### src/rtl/fft_stage_sequencer.sv
// Stage sequencer for the banked-memory radix-2 FFT: read-side counters,
// delayed write-side copy, start/busy/done handshake and inter-stage drain.
module fft_stage_sequencer #(
  parameter int NUMSTAGES  = 5,
  parameter int BF_LATENCY = 2,
  localparam int CW = NUMSTAGES - 2
) (
  input  logic          i_clk,
  input  logic          i_reset,
  input  logic          i_start,
  output logic [CW-1:0] o_counter,
  output logic [2:0]    o_stage_num,
  output logic          o_rd_en,
  output logic [CW-1:0] o_wr_counter,
  output logic [2:0]    o_wr_stage_num,
  output logic          o_wr_en,
  output logic          o_busy,
  output logic          o_done
);

  localparam int DW = (BF_LATENCY > 1) ? $clog2(BF_LATENCY) : 1;
  localparam logic [DW-1:0] DRAIN_LAST = DW'(BF_LATENCY - 1);
  localparam logic [CW-1:0] CNT_LAST   = '1;
  localparam logic [2:0]    STG_LAST   = 3'(NUMSTAGES - 1);

  typedef enum logic [1:0] {
    S_IDLE,
    S_RUN,
    S_DRAIN,
    S_DONE
  } state_t;

  state_t          r_state;
  state_t          w_state_n;
  logic [CW-1:0]   r_cnt;
  logic [CW-1:0]   w_cnt_n;
  logic [2:0]      r_stg;
  logic [2:0]      w_stg_n;
  logic [DW-1:0]   r_drain;
  logic [DW-1:0]   w_drain_n;
  logic            w_rd_en;

  logic            r_pipe_en  [BF_LATENCY];
  logic [CW-1:0]   r_pipe_cnt [BF_LATENCY];
  logic [2:0]      r_pipe_stg [BF_LATENCY];

  always_ff @(posedge i_clk or posedge i_reset) begin
    if (i_reset) begin
      r_state <= S_IDLE;
      r_cnt   <= '0;
      r_stg   <= '0;
      r_drain <= '0;
    end else begin
      r_state <= w_state_n;
      r_cnt   <= w_cnt_n;
      r_stg   <= w_stg_n;
      r_drain <= w_drain_n;
    end
  end

  always_comb begin
    w_state_n = r_state;
    w_cnt_n   = r_cnt;
    w_stg_n   = r_stg;
    w_drain_n = r_drain;
    unique case (r_state)
      S_IDLE: begin
        if (i_start) begin
          w_state_n = S_RUN;
          w_cnt_n   = '0;
          w_stg_n   = '0;
        end
      end
      S_RUN: begin
        if (r_cnt == CNT_LAST) begin
          w_state_n = S_DRAIN;
          w_cnt_n   = '0;
          w_drain_n = '0;
        end else begin
          w_cnt_n = r_cnt + 1'b1;
        end
      end
      S_DRAIN: begin
        // hold off the next stage until its last butterfly is written back
        if (r_drain == DRAIN_LAST) begin
          w_drain_n = '0;
          if (r_stg < STG_LAST) begin
            w_state_n = S_RUN;
            w_stg_n   = r_stg + 3'd1;
            w_cnt_n   = '0;
          end else begin
            w_state_n = S_DONE;
          end
        end else begin
          w_drain_n = r_drain + 1'b1;
        end
      end
      S_DONE: begin
        w_state_n = S_IDLE;
        w_cnt_n   = '0;
        w_stg_n   = '0;
      end
      default: begin
        w_state_n = S_IDLE;
      end
    endcase
  end

  assign w_rd_en = (r_state == S_RUN);

  always_ff @(posedge i_clk or posedge i_reset) begin
    if (i_reset) begin
      for (int i = 0; i < BF_LATENCY; i++) begin
        r_pipe_en[i]  <= 1'b0;
        r_pipe_cnt[i] <= '0;
        r_pipe_stg[i] <= '0;
      end
    end else begin
      r_pipe_en[0]  <= w_rd_en;
      r_pipe_cnt[0] <= r_cnt;
      r_pipe_stg[0] <= r_stg;
      for (int i = 1; i < BF_LATENCY; i++) begin
        r_pipe_en[i]  <= r_pipe_en[i-1];
        r_pipe_cnt[i] <= r_pipe_cnt[i-1];
        r_pipe_stg[i] <= r_pipe_stg[i-1];
      end
    end
  end

  assign o_counter      = r_cnt;
  assign o_stage_num    = r_stg;
  assign o_rd_en        = w_rd_en;
  assign o_wr_en        = r_pipe_en[BF_LATENCY-1];
  assign o_wr_counter   = r_pipe_cnt[BF_LATENCY-1];
  assign o_wr_stage_num = r_pipe_stg[BF_LATENCY-1];
  assign o_busy         = (r_state == S_RUN) || (r_state == S_DRAIN);
  assign o_done         = (r_state == S_DONE);

endmodule

### config.mk
export PLATFORM = sky130hd
export DESIGN_NAME = fft_stage_sequencer
export DESIGN_NICKNAME = d
export VERILOG_FILES = /design/src/rtl/fft_stage_sequencer.sv
export SDC_FILE = /design/constraint.sdc
export NUM_CORES = 1
export LEC_CHECK = 0
export ABC_CLOCK_PERIOD_IN_PS = 3180
export BUFFER_PORTS_ARGS = -buffer_cell sky130_fd_sc_hd__buf_2
export CAP_MARGIN = 0
export CORE_MARGIN = 8
export CORE_UTILIZATION = 45
export CTS_CLUSTER_DIAMETER = 60
export CTS_CLUSTER_SIZE = 12
export DETAILED_ROUTE_END_ITERATION = 8
export GPL_ROUTABILITY_DRIVEN = 1
export PLACE_DENSITY = 0.77
export SLEW_MARGIN = 20
export SYNTH_ARGS = -nofsm -noshare
export SYNTH_HDL_FRONTEND = slang
export SYNTH_SLANG_ARGS = --single-unit
### constraint.sdc
create_clock -name i_clk -period 3.18 [get_ports i_clk]
set_input_delay 0.159 -clock i_clk [delete_from_list [all_inputs] [get_ports i_clk]]
set_output_delay 0.159 -clock i_clk [all_outputs]
set_load 0.005 [all_outputs]
==> run metrics, run 1 <==
height of the die 64.1 µm; detailed router's first-iteration violation count 8; register-to-register setup slack 1.51 ns; number of standard cells after synthesis 78; number of post-CTS setup repair buffers 0; Inst Count DP 118; count of vias placed by the detailed router 590; Synth-to-Final Area Change 10.3%; layout cell share with drive strength beyond 1 0.330; number of hold-slack violations in the final timing report 13; number of resized instances in the post-cts repair step 0; First-pass DRT Iterations 4; placed wire-length estimate after detailed placement 1.21 mm; number of warnings issued by yosys 0; area of the multi-input gates 395 µm²; n_diodes 0; clk_skew 0.00613 ns; CP max FO 8; total congestion overflow 0; power per unit of standard cell area 907 nW/µm²; WP data arrival 1.87 ns; Switching Power 376 µW; fraction of power spent switching nets 0.360; Mapped Avg Cell Area 13.4 µm²; core box area 2210 µm²; post-synthesis cell area 1040 µm²; register area 576 µm²; clk slew on worst S/H paths 0.12 ns; Period minus WS final 1.67 ns; filler instances 200; required time reported for the critical path endpoint 3.38 ns; Port Buf Inserts 18; final sum of negative setup slack 0 ns; startpoint of the worst register-to-register path r_state[0]; CP max stage delay 0.45 ns; Final ANT Viol Nets 0; run status complete, but fails checks; sequential share of the synthesized area 0.552; final std cells w/o fill 122; Max-slew headroom 0.450; maximum number of pins on one net before global-route repair 24; count of buffer and inverter cells on the critical path 1; global routing usage summed across all routing layers 0.0779; root buffer cell sky130_fd_sc_hd__clkbuf_4; share of the clock period used by the worst path 0.524; Crit Path Class flip-flop to flip-flop; full die area 4110 µm²; internal power 668 µW; combinational share of power 0.442; Worst R2R Path Depth 5; worst reg2reg path endpoint o_counter[0]; worst voltage drop across the vdd grid 0.440 mV; overall die width 64.1 µm; final setup violation count 0; remaining design rule violation count 0; slowest CP cell sky130_fd_sc_hd__dfrtp_1; number of nets at the end of the flow 108; global-route wire length before repair 2.68 mm; I/O pin count 19; Max-Cap Viols 0; number of buffers added by the clock tree synthesis step 3; post-synth cell types 22; number of synthesized register bits 23; class of the tightest hold or removal check input pin to async pin; Final Slew Violations 0; Setup crit start kind flip-flop; via count of the first global-routing pass 623; Final Wtd Congestion 0.867; antenna violations before repair 0; detailed-route wire length per cell 12.9 µm; clock group share of total power 0.124; Clock Path Buffers 2; Worst Hold Margin -0.00613 ns; number of hold buffers added after cts 0; ordered list of cells on the worst path inv_1, ha_1, nand2b_4, nand3_4, mux2_4; number of levels the H-tree was split into 1; CTS tree done; portion of total power attributed to sequential cells 0.434; unrepaired setup endpoints after global routing no; detailed-route vias per instance 4.84; Initial Util 0.471; crit path capture type flip-flop; Worst-Margin Slew 0.824 ns; CP delay by family, top flip-flops; reported leakage power 0.000632 µW; cell row count 17; clock latency on the worst-skew pair 0.30 ns; nets in the synthesized netlist 91; failing checks negative hold slack; clock net sink count 23; detailed-route wire length 1.58 mm; Highest Clock Rate 0.600 GHz
power by group through the flow:
stage | clock [µW] | combinational, µW | sequential [µW]
final | 129 | 461 | 452
after global routing | 146 | 516 | 465
after CTS | 133 | 469 | 453
after detailed placement | 0 | 466 | 460
after global placement | 0 | 452 | 451
after floorplan | 0 | 364 | 447
cell usage after synthesis:
| cell | number | area share |
|---|---|---|
| sky130_fd_sc_hd__ha_1 | 10 | 0.12 |
| sky130_fd_sc_hd__inv_1 | 7 | 0.025 |
| sky130_fd_sc_hd__nor2b_1 | 1 | 0.0060 |
| sky130_fd_sc_hd__a2bb2oi_2 | 1 | 0.014 |
| sky130_fd_sc_hd__nand2b_4 | 1 | 0.013 |
| sky130_fd_sc_hd__o21ai_0 | 1 | 0.0048 |
| sky130_fd_sc_hd__nand3_1 | 2 | 0.0096 |
| sky130_fd_sc_hd__buf_4 | 6 | 0.043 |
| sky130_fd_sc_hd__nand4_1 | 1 | 0.0060 |
| sky130_fd_sc_hd__nand2_2 | 1 | 0.0060 |
| sky130_fd_sc_hd__mux2i_1 | 5 | 0.048 |
| sky130_fd_sc_hd__dfrtp_1 | 23 | 0.55 |
| sky130_fd_sc_hd__mux2_4 | 2 | 0.029 |
| sky130_fd_sc_hd__nand2b_1 | 1 | 0.0060 |
| sky130_fd_sc_hd__nand3_4 | 1 | 0.017 |
| sky130_fd_sc_hd__nand2_1 | 7 | 0.025 |
| sky130_fd_sc_hd__nor2_1 | 3 | 0.011 |
| sky130_fd_sc_hd__o221ai_2 | 1 | 0.014 |
| sky130_fd_sc_hd__nor4bb_1 | 1 | 0.0096 |
| sky130_fd_sc_hd__and3_1 | 1 | 0.0060 |
| sky130_fd_sc_hd__or2b_4 | 1 | 0.011 |
| sky130_fd_sc_hd__nand4b_4 | 1 | 0.023 |
cells by family (layout without fill, tap and decap cells):
group                    count (synthesis)  after routing  share of synthesized area
adder cells (fa/ha/maj)                 10             10                      0.120
flip-flops                              23             23                      0.552
multiplexers                             7              7                     0.0768
AO/OA/AOI/OAI                            3              3                     0.0336
AND/OR/NAND/NOR                         22             22                      0.149
buffers and inverters                   13             29                     0.0684
metrics by stage:
stage	instance area [µm²]	hold slack, ns	total power (µW)	util	worst slack [ns]
6_report	1150	-0.00613	1040	0.520	1.51
5_1_grt	1150	0.0694	1130	0.520	1.44
4_1_cts	1150	0.0200	1060	0.520	1.51
3_5_place_dp	1120	0.335	926	0.507	1.54
3_3_place_gp	1120	0.332	903	0.507	1.60
2_1_floorplan	1040	0.161	811	-	1.67
cells in the final DEF, fill, tap and decap left out:
cell type	count
sky130_fd_sc_hd__nand3_1	2
sky130_fd_sc_hd__nand4_1	1
sky130_fd_sc_hd__nor4bb_1	1
sky130_fd_sc_hd__nand3_4	1
sky130_fd_sc_hd__nand4b_4	1
sky130_fd_sc_hd__dfrtp_1	23
sky130_fd_sc_hd__and3_1	1
sky130_fd_sc_hd__a2bb2oi_2	1
sky130_fd_sc_hd__o21ai_0	1
sky130_fd_sc_hd__clkbuf_4	3
sky130_fd_sc_hd__mux2_4	2
sky130_fd_sc_hd__nand2b_4	1
sky130_fd_sc_hd__nand2_1	7
sky130_fd_sc_hd__nand2b_1	1
sky130_fd_sc_hd__buf_2	18
sky130_fd_sc_hd__ha_1	10
sky130_fd_sc_hd__inv_1	7
sky130_fd_sc_hd__nor2_1	3
sky130_fd_sc_hd__clkinv_2	1
sky130_fd_sc_hd__nand2_2	1
sky130_fd_sc_hd__o221ai_2	1
sky130_fd_sc_hd__mux2i_1	5
sky130_fd_sc_hd__nor2b_1	1
sky130_fd_sc_hd__or2b_4	1
registers in the layout, summed over array words and instances, names as in the netlist:
| name | flops |
|---|---|
| o_wr_en | 1 |
| r_pipe_en | 1 |
| o_wr_counter | 3 |
| o_counter | 3 |
| r_drain | 1 |
| o_stage_num | 3 |
| r_pipe_stg | 3 |
| r_pipe_cnt | 3 |
| o_wr_stage_num | 3 |
| r_state | 2 |
cell type report:
| class | instances | area share |
|---|---|---|
| clock buffers | 3 | 0.0196 |
| clock inverters | 1 | 0.00435 |
| inverters | 7 | 0.0229 |
| multi-input cells | 42 | 0.344 |
| flip-flops and latches | 23 | 0.501 |
| well taps | 28 | 0.0305 |
| repair buffers | 18 | 0.0783 |
worst max-delay path by stage:
| stage | slack (ns) | end | depth (start not counted) | from |
|---|---|---|---|---|
| after global placement | 1.60 | o_counter[0] | 5 | r_state[1] |
| after CTS | 1.51 | o_counter[0] | 5 | r_state[0] |
| after detailed placement | 1.54 | o_counter[0] | 5 | r_state[0] |
| final | 1.51 | o_counter[0] | 5 | r_state[0] |
| after global routing | 1.44 | o_counter[0] | 5 | r_state[0] |
| after floorplan | 1.67 | o_counter[0] | 5 | r_state[1] |
metal layers:
layer | wire, µm | up-vias | GRT usage
met1 | 709 | 287 | 0.0912
met5 | 0 | - | 0
met4 | 13 | 0 | 0.0354
met2 | 762 | 16 | 0.130
met3 | 92 | 2 | 0.0209
li1 | - | 285 | -
worst register-to-register path, stage by stage, from the launching register on:
cell,delay (ns)
sky130_fd_sc_hd__dfrtp_1,0.45
sky130_fd_sc_hd__inv_1,0.16
sky130_fd_sc_hd__ha_1,0.37
sky130_fd_sc_hd__nand2b_4,0.14
sky130_fd_sc_hd__nand3_4,0.14
sky130_fd_sc_hd__mux2_4,0.31
Power figures use the tool's default switching activity.
==> run 2, diff against run 1 <==
--- a/config.mk
+++ b/config.mk
@@ -5,7 +5,8 @@
 export SDC_FILE = /design/constraint.sdc
 export NUM_CORES = 1
 export LEC_CHECK = 0
-export ABC_CLOCK_PERIOD_IN_PS = 3180
+export ABC_AREA = 1
+export ABC_CLOCK_PERIOD_IN_PS = 1600
 export BUFFER_PORTS_ARGS = -buffer_cell sky130_fd_sc_hd__buf_2
 export CAP_MARGIN = 0
 export CORE_MARGIN = 8
==> constraint.sdc (replaced) <==
create_clock -name i_clk -period 1.6 [get_ports i_clk]
set_input_delay 0.08 -clock i_clk [delete_from_list [all_inputs] [get_ports i_clk]]
set_output_delay 0.08 -clock i_clk [all_outputs]
set_load 0.005 [all_outputs]
==> run metrics, run 2 <==
clk slew on worst S/H paths 0.11 ns (was 0.12 ns); Period minus WS final 1.48 ns (was 1.67 ns); register area 576 µm² (unchanged); Synth-to-Final Area Change 11.7% (was 10.3%); worst voltage drop across the vdd grid 1.09 mV (was 0.440 mV); CP max FO 6 (was 8); Final Slew Violations 0 (unchanged); post-synthesis cell area 1060 µm² (was 1040 µm²); remaining design rule violation count 0 (unchanged); Highest Clock Rate 0.674 GHz (was 0.600 GHz); count of vias placed by the detailed router 680 (was 590); Switching Power 723 µW (was 376 µW); number of standard cells after synthesis 105 (was 78); ordered list of cells on the worst path inv_1, ha_1, nand2_2, nand2_4, nor2_4, nand2_1, nand2_1 (was inv_1, ha_1, nand2b_4, nand3_4, mux2_4); number of nets at the end of the flow 137 (was 108); clock net sink count 23 (unchanged); Port Buf Inserts 18 (unchanged); number of warnings issued by yosys 0 (unchanged); CP max stage delay 0.47 ns (was 0.45 ns); most used cells in the layout excluding fill and tap cells sky130_fd_sc_hd__nand2_1, sky130_fd_sc_hd__dfrtp_1, sky130_fd_sc_hd__buf_2, sky130_fd_sc_hd__inv_1, sky130_fd_sc_hd__ha_1 (was sky130_fd_sc_hd__dfrtp_1, sky130_fd_sc_hd__buf_2, sky130_fd_sc_hd__ha_1, sky130_fd_sc_hd__nand2_1, sky130_fd_sc_hd__inv_1); unrepaired setup endpoints after global routing no (unchanged); async set-reset flop share out of synthesis 1.00 (unchanged); Initial Util 0.476 (was 0.471); antenna violations before repair 0 (unchanged); layout cell share with drive strength beyond 1 0.252 (was 0.330); Clock Path Buffers 2 (unchanged); most used standard cell by instance count after synthesis sky130_fd_sc_hd__nand2_1 (was sky130_fd_sc_hd__dfrtp_1); via count of the first global-routing pass 658 (was 623); reported leakage power 0.000729 µW (was 0.000632 µW); number of post-CTS setup repair buffers 0 (unchanged); Worst-Margin Slew 0.279 ns (was 0.824 ns); WP data arrival 1.68 ns (was 1.87 ns); post-synth cell types 15 (was 22); sequential share of the synthesized area 0.542 (was 0.552); fraction of power spent switching nets 0.382 (was 0.360); placed wire-length estimate after detailed placement 1.28 mm (was 1.21 mm); Mapped Avg Cell Area 10.1 µm² (was 13.4 µm²); height of the die 64.6 µm (was 64.1 µm); dominant cells by area after synthesis sky130_fd_sc_hd__dfrtp_1, sky130_fd_sc_hd__ha_1, sky130_fd_sc_hd__nand2_1 (was sky130_fd_sc_hd__dfrtp_1, sky130_fd_sc_hd__ha_1, sky130_fd_sc_hd__mux2i_1); cell row count 17 (unchanged); global routing usage summed across all routing layers 0.0846 (was 0.0779); First-pass DRT Iterations 4 (unchanged); number of enable flip-flop cells after synthesis 0 (unchanged); final sum of negative setup slack 0 ns (unchanged); full die area 4170 µm² (was 4110 µm²); core box area 2230 µm² (was 2210 µm²); register-to-register setup slack 0.12 ns (was 1.51 ns); share of the clock period used by the worst path 0.928 (was 0.524); detailed router's first-iteration violation count 12 (was 8); detailed-route wire length per cell 10.9 µm (was 12.9 µm); clock group share of total power 0.132 (was 0.124); startpoint of the worst register-to-register path r_state[0] (unchanged); nets in the synthesized netlist 118 (was 91); startpoint of the most critical hold path i_start; I/O pin count 19 (unchanged); class of the tightest hold or removal check input pin to flip-flop (was input pin to async pin); Worst R2R Path Depth 7 (was 5); worst reg2reg path endpoint o_stage_num[2] (was o_counter[0]); power per unit of standard cell area 1600 nW/µm² (was 907 nW/µm²); Max-slew headroom 0.814 (was 0.450); number of levels the H-tree was split into 1 (unchanged); CP most frequent cell sky130_fd_sc_hd__nand2_1; root buffer cell sky130_fd_sc_hd__clkbuf_4 (unchanged); run status finished, final reports clean (was complete, but fails checks); Max-Cap Viols 0 (unchanged); portion of synthesized cell area occupied by the leading cell type 0.542 (was 0.552); portion of total power attributed to sequential cells 0.456 (was 0.434); detailed-route wire length 1.65 mm (was 1.58 mm); area of the multi-input gates 382 µm² (was 395 µm²); instance count along the most critical hold path 6; Setup crit start kind flip-flop (unchanged); hold endpoint r_state[0]; internal power 1170 µW (was 668 µW); filler instances 202 (was 200); required time reported for the critical path endpoint 1.79 ns (was 3.38 ns); final setup violation count 0 (unchanged); number of resized instances in the post-cts repair step 0 (unchanged); crit path capture type flip-flop (unchanged); number of synthesized register bits 23 (unchanged); detailed-route vias per instance 4.50 (was 4.84); Crit Path Class flip-flop to flip-flop (unchanged); slowest CP cell sky130_fd_sc_hd__dfrtp_1 (unchanged); total congestion overflow 0 (unchanged); CTS tree done (unchanged); global-route wire length before repair 2.86 mm (was 2.68 mm); Final Wtd Congestion 0.820 (was 0.867); primary flip-flop cell chosen by synthesis mapping sky130_fd_sc_hd__dfrtp_1 (unchanged); clk_skew 0.00448 ns (was 0.00613 ns); Final ANT Viol Nets 0 (unchanged); clock latency on the worst-skew pair 0.30 ns (about the same); most frequent cells after synthesis sky130_fd_sc_hd__nand2_1, sky130_fd_sc_hd__dfrtp_1, sky130_fd_sc_hd__inv_1 (was sky130_fd_sc_hd__dfrtp_1, sky130_fd_sc_hd__ha_1, sky130_fd_sc_hd__inv_1, sky130_fd_sc_hd__nand2_1, sky130_fd_sc_hd__buf_4); n_diodes 0 (unchanged); overall die width 64.6 µm (was 64.1 µm); library cell occupying the most area in the post-synthesis netlist sky130_fd_sc_hd__dfrtp_1 (unchanged); number of hold-slack violations in the final timing report 0 (was 13); combinational share of power 0.412 (was 0.442); core occupancy in the finished layout 0.531 (was 0.520); number of buffers added by the clock tree synthesis step 3 (unchanged); maximum number of pins on one net before global-route repair 24 (unchanged); most common library cell in the layout ignoring fill and taps sky130_fd_sc_hd__nand2_1 (was sky130_fd_sc_hd__dfrtp_1)
-- run 2: worst max path at each step --
| stage | from | endpoint | slack (ns) | depth (start not counted) |
|---|---|---|---|---|
| after global routing | r_state[0] | o_stage_num[2] | 0.01 | 6 |
| final | r_state[0] | o_stage_num[2] | 0.12 | 7 |
| after floorplan | r_state[0] | o_stage_num[0] | 0.35 | 6 |
| after global placement | r_state[0] | o_stage_num[1] | 0.20 | 7 |
| after CTS | r_state[0] | o_stage_num[2] | 0.13 | 6 |
| after detailed placement | r_state[0] | o_stage_num[2] | 0.15 | 6 |
-- run 2: kinds of logic after synthesis --
group | synth area share
and+or+nand+nor | 0.206
buffers and inverters | 0.0989
adders and majority gates | 0.118
AOI/OAI and AO/OA | 0.0353
DFF | 0.542
-- run 2: final cells by class --
| class | count | area share |
|---|---|---|
| well taps | 28 | 0.0295 |
| clock buffers | 4 | 0.0222 |
| repair buffers | 20 | 0.0907 |
| flip-flops and latches | 23 | 0.485 |
| multi-input cells | 60 | 0.322 |
| inverters | 16 | 0.0506 |
-- run 2: metal layers --
layer  track usage  share of wire
met1        0.0898           0.44
met2         0.139           0.51
met3        0.0241          0.046
met4        0.0654         0.0085
met5             0              0
-- run 2: timing repair --
item                                    CTS  global route
hold buffers                              1             0
hold endpoints to repair                 23             0
endpoints found under the setup margin    0             0
-- run 2: metrics by stage --
step           hold WS (ns)  setup WS (ns)  cell area (µm²)  cells  power, µW
3_5_place_dp          0.147          0.148             1150    146       1660
2_1_floorplan        0.0819          0.349             1060    105       1460
3_3_place_gp          0.126          0.196             1150    146       1640
4_1_cts               0.246          0.126             1190    151       1920
6_report              0.255          0.116             1190    151       1890
5_1_grt               0.263         0.0146             1190    151       2060
-- run 2: power by group through the flow --
stage	sequential, µW	combinational [µW]	clock (µW)
6_report	863	780	249
5_1_grt	883	887	292
4_1_cts	866	792	262
3_5_place_dp	877	788	0
3_3_place_gp	867	772	0
2_1_floorplan	858	603	0
-- run 2: critical path: cells and delay by family, from the launching register on --
kind / cells / cell delay [ns]
AND/OR/NAND/NOR: 5 / 0.46
buffers and inverters: 1 / 0.16
adder cells (fa/ha/maj): 1 / 0.30
flip-flops: 1 / 0.47
